<file path="config.mk">
export PLATFORM = sky130hd
export DESIGN_NAME = reg_write_arbiter
export DESIGN_NICKNAME = d
export VERILOG_FILES = /design/src/rtl/reg_write_arbiter.sv
export SDC_FILE = /design/constraint.sdc
export NUM_CORES = 1
export LEC_CHECK = 0
export ABC_CLOCK_PERIOD_IN_PS = 4600
export BUFFER_PORTS_ARGS = -buffer_cell sky130_fd_sc_hd__buf_4
export CAP_MARGIN = 10
export CORE_UTILIZATION = 50
export DETAILED_ROUTE_END_ITERATION = 6
export GPL_ROUTABILITY_DRIVEN = 0
export PLACE_DENSITY_LB_ADDON = 0.05
export SYNTH_ARGS = -nofsm -noshare
export SYNTH_HDL_FRONTEND = slang
export SYNTH_SLANG_ARGS = --single-unit
</file>
<file path="constraint.sdc">
create_clock -name clk -period 4.6 [get_ports clk]
set_input_delay 0.46 -clock clk [delete_from_list [all_inputs] [get_ports clk]]
set_output_delay 0.46 -clock clk [all_outputs]
set_load 0.03 [all_outputs]
</file>
<file path="src/rtl/reg_write_arbiter.sv">
// reg_write_arbiter: round-robin arbiter issuing single-cycle writes to a shared
// enable register, with a programmable hold window after every write.
module reg_write_arbiter #(
    parameter int WIDTH       = 7,
    parameter int N           = 4,
    parameter int HOLD_CYCLES = 2,
    localparam int IDW        = $clog2(N)
) (
    input  logic               clk,
    input  logic               reset,
    input  logic [N-1:0]       req,
    input  logic [N*WIDTH-1:0] wdata,
    output logic [N-1:0]       gnt,
    output logic               reg_en,
    output logic [WIDTH-1:0]   reg_d,
    output logic               busy,
    output logic [IDW-1:0]     last_id
);
    localparam int CW = HOLD_CYCLES > 0 ? $clog2(HOLD_CYCLES + 1) : 1;
    localparam logic [CW-1:0] HOLD_LAST = CW'(HOLD_CYCLES > 0 ? HOLD_CYCLES - 1 : 0);

    typedef enum logic [1:0] {IDLE, GRANT, HOLD} state_t;

    state_t           state_q, state_d;
    logic [IDW-1:0]   ptr_q, ptr_d, last_id_q, last_id_d, win;
    logic [CW-1:0]    cnt_q, cnt_d;
    logic [N-1:0]     gnt_q, gnt_d;
    logic             reg_en_q, reg_en_d, busy_q, busy_d, found;
    logic [WIDTH-1:0] reg_d_q, reg_d_d;

    // first requester at or after ptr, wrapping at N-1
    always_comb begin
        win   = '0;
        found = 1'b0;
        for (int k = 0; k < N; k++) begin
            if (!found && req[(int'(ptr_q) + k) % N]) begin
                found = 1'b1;
                win   = IDW'((int'(ptr_q) + k) % N);
            end
        end
    end

    always_comb begin
        state_d   = state_q;
        ptr_d     = ptr_q;
        cnt_d     = cnt_q;
        gnt_d     = '0;
        reg_en_d  = 1'b0;
        reg_d_d   = reg_d_q;
        last_id_d = last_id_q;
        case (state_q)
            IDLE: begin
                if (found) begin
                    state_d      = GRANT;
                    gnt_d[win]   = 1'b1;
                    reg_en_d     = 1'b1;
                    reg_d_d      = wdata[int'(win)*WIDTH +: WIDTH];
                    last_id_d    = win;
                    ptr_d        = (win == IDW'(N - 1)) ? '0 : win + 1'b1;
                end
            end
            GRANT: begin
                state_d = HOLD_CYCLES > 0 ? HOLD : IDLE;
                cnt_d   = '0;
            end
            HOLD: begin
                if (cnt_q == HOLD_LAST) state_d = IDLE;
                else cnt_d = cnt_q + 1'b1;
            end
            default: state_d = IDLE;
        endcase
        busy_d = state_d != IDLE;
    end

    always_ff @(posedge clk or negedge reset) begin
        if (!reset) begin
            state_q   <= IDLE;
            ptr_q     <= '0;
            cnt_q     <= '0;
            gnt_q     <= '0;
            reg_en_q  <= 1'b0;
            reg_d_q   <= '0;
            busy_q    <= 1'b0;
            last_id_q <= '0;
        end else begin
            state_q   <= state_d;
            ptr_q     <= ptr_d;
            cnt_q     <= cnt_d;
            gnt_q     <= gnt_d;
            reg_en_q  <= reg_en_d;
            reg_d_q   <= reg_d_d;
            busy_q    <= busy_d;
            last_id_q <= last_id_d;
        end
    end

    assign gnt     = gnt_q;
    assign reg_en  = reg_en_q;
    assign reg_d   = reg_d_q;
    assign busy    = busy_q;
    assign last_id = last_id_q;
endmodule

</file>
==> results.txt <==
Post-Synth XOR/XNOR Area -> 0%
Post-synth top area cell -> dfrtp_1
CTS tree -> done
Final setup vio count -> 0
CP Buf/Inv Count -> 1
Outcome -> completed
CTS Buffer Depth -> 2
Largest family of logic cells by synthesized area -> simple AND/OR/NAND/NOR gates
Most common cell after layout, fill and taps aside -> buf_4
Total power draw -> 0.978 mW
Vias -> 927
Relative slew slack -> 56.1%
Ports -> 49
Pins Over Slew Limit -> 0
Routed WL per cell -> 12.9 µm
Period utilization -> 40.3%
Max frequency -> 539 MHz
Total GRT Usage -> 20.7%
Worst Tran Pin Value -> 0.659 ns
Synth Warn # -> 0
Root buf cell -> clkbuf_4
Fin area -> 1520 µm²
CP Launch Type -> flip-flop
Setup CP Type -> flip-flop to flip-flop
Die Area -> 2450 µm²
CP Cell Sequence -> nor2b_4 > nor2_2 > o221ai_4 > inv_1 > ha_1 > o31ai_1
Starting Density -> 55.3%
H-tree Lvls -> 1
Ant diodes -> 0
Largest cells by area after synthesis -> dfrtp_1 (47%), mux2i_1 (14%), o221ai_1 (5.4%)
Delay of the slowest critical-path stage -> 0.53 ns
Net Count, Synth -> 135
Area share of and/or/nand/nor cells after synthesis -> 17.3%
Die Y-Extent -> 49.5 µm
Skew-Pair Late Insertion Delay -> 0.30 ns
Antenna violations before repair -> 0
Initial DRC count -> 10
Crit. End Element -> flip-flop
Compound-cell area share of the yosys netlist -> 13.6%
Core region area -> 2040 µm²
MaxCap Viol Count -> 0
Post-CTS setup buffers -> 0
Dpl cells -> 171
Post-route minimum period -> 1.86 ns
Row count -> 16
Drt drc -> 0
Worst Path Arrival -> 2.07 ns
Avg Inst Size Synth -> 11.4 µm²
Syn-to-layout area delta -> 34.6%
Die width -> 49.5 µm
RSZ-0062 raised after global routing -> no
Grt total ovfl -> 0
Post-CTS sizing -> 0
Port bufs -> 48
Pleak -> 0.784 nW
Synth Register Bits -> 21
Hold_ws -> 0.0105 ns
CTS clk-pin slew, worst paths -> 0.12 ns
Setup slack, reg-to-reg -> 2.74 ns
CP max stage cell -> o221ai_4
Layout Cells excl Fill -> 175
Total Wirelength -> 2260 µm
Setup TNS -> 0 ns
DP Area -> 1490 µm²
Global-route wire length before repair -> 3940 µm
Commonest cells after routing, fill and taps aside -> buf_4 (48), dfrtp_1 (21), mux2i_1 (16), nand2_1 (15), o221ai_1 (7)
CP required -> 4.81 ns
Final hold vios -> 0
Total CTS buffers -> 3
Top Family by Delay on Critical Path -> compound AO/OA/AOI/OAI gates
Hold buffer count at cts -> 0
Final worst clock skew -> 0.0100 ns
Nets -> 185
Mapped Cells -> 99
Pwr/cell area -> 643 nW/µm²
Min-delay worst type -> input pin to async pin
Adder-cell share of the synthesized area -> 2.21%
Fraction of layout cells with a size suffix above 1 -> 42.6%
Top cell type's share of synthesized area -> 46.5%
Pre-antenna DRT Iters -> 4
Largest net degree at the start of global routing -> 22
Final ANT Viol Nets -> 0
Syn Std Cell Area -> 1130 µm²
Post-synthesis mux area share -> 16.2%
Post-DR vias/cell -> 5.30
Post-DP HPWL -> 1730 µm
Number of global-route vias before repair -> 913
Register area share after synthesis -> 46.5%
Clk sinks -> 21
VDD IR max -> 0.000405 V
Largest fanout on the critical path -> 15
Synth unique cells -> 32
stage by stage:
| step | utilization [%] | setup slack (ns) |
|---|---|---|
| global route | 74.4 | 2.56 |
| global placement | 73.2 | 2.62 |
| floorplan | - | 2.95 |
| detailed placement | 73.2 | 2.52 |
| CTS | 74.4 | 2.73 |
| finish | 74.4 | 2.74 |
registers in the layout, summed over array words and instances (netlist names):
register,count
reg_en,1
state_q,2
busy,1
reg_d,7
gnt,4
last_id,2
cnt_q,2
ptr_q,2
synth_stat cells:
cell type and instances:
inv_4 1, dfrtp_1 21, nor2_1 5, inv_1 3, nor2b_1 2, o32a_4 1, nand2b_4 1, buf_6 2
ha_1 2, o221ai_1 7, and2_1 1, nor4_1 1, nand2_2 1, nor3_1 1, mux2_1 1, o31ai_1 1
nand2b_1 1, nor2b_2 2, o21ai_0 3, a21boi_1 1, o221ai_4 1, or3_1 1, a21oi_1 1, mux2_2 1
nor3b_2 1, o21ai_2 1, nor3b_1 1, nand2_1 15, buf_4 1, nor2_2 1, nor2b_4 1, mux2i_1 16
logic make-up after synthesis:
family                     count (synthesis)
AOI/OAI and AO/OA                         16
buffers and inverters                      7
DFF                                       21
adders and majority gates                  2
muxes                                     18
and+or+nand+nor                           35
power by group:
| part | total [mW] | internal, mW | leakage, nW | switching, mW |
|---|---|---|---|---|
| logic | 0.563 | 0.238 | 0.505 | 0.325 |
| clock network | 0.0887 | 0.0338 | 0.0150 | 0.0549 |
| registers | 0.326 | 0.268 | 0.263 | 0.0578 |
| total | 0.978 | 0.541 | 0.784 | 0.437 |
cell type report:
cell class	count	area, µm²
Clock buffer	4	26.3
Multi-Input combinational cell	71	557
Inverter	4	17.5
Fill cell	146	522
Tap cell	27	33.8
Sequential cell	21	526
Timing Repair Buffer	48	360
worst reg2reg max path, cell delays in order, from the launching register on:
cell and delay, ns:
dfrtp_1 0.45, nor2b_4 0.14, nor2_2 0.06, o221ai_4 0.53
inv_1 0.10, ha_1 0.21, o31ai_1 0.26
worst paths after layout:
path                                                to  cells after the start              startpoint
worst max-delay path              ptr_q[0]$_DFFE_PN0P_                      6    ptr_q[0]$_DFFE_PN0P_
worst min-delay path                  gnt[1]$_DFF_PN0_                      1                   reset
worst max register to register    ptr_q[0]$_DFFE_PN0P_                      6    ptr_q[0]$_DFFE_PN0P_
worst min register to register  last_id[1]$_DFFE_PN0P_                      2  last_id[1]$_DFFE_PN0P_
max in group asynchronous         cnt_q[0]$_DFFE_PN0P_                      1                   reset
min in group clk                  reg_d[3]$_DFFE_PN0P_                      3               wdata[24]
metal layers:
metal	part of all wire [%]	global-route usage [%]	vias to the layer above
li1	-	-	455
met1	42	26.1	436
met5	0	0	-
met4	0.44	8.10	0
met3	5.4	4.94	2
met2	52	34.0	34
(Power assumes the default switching activity.)
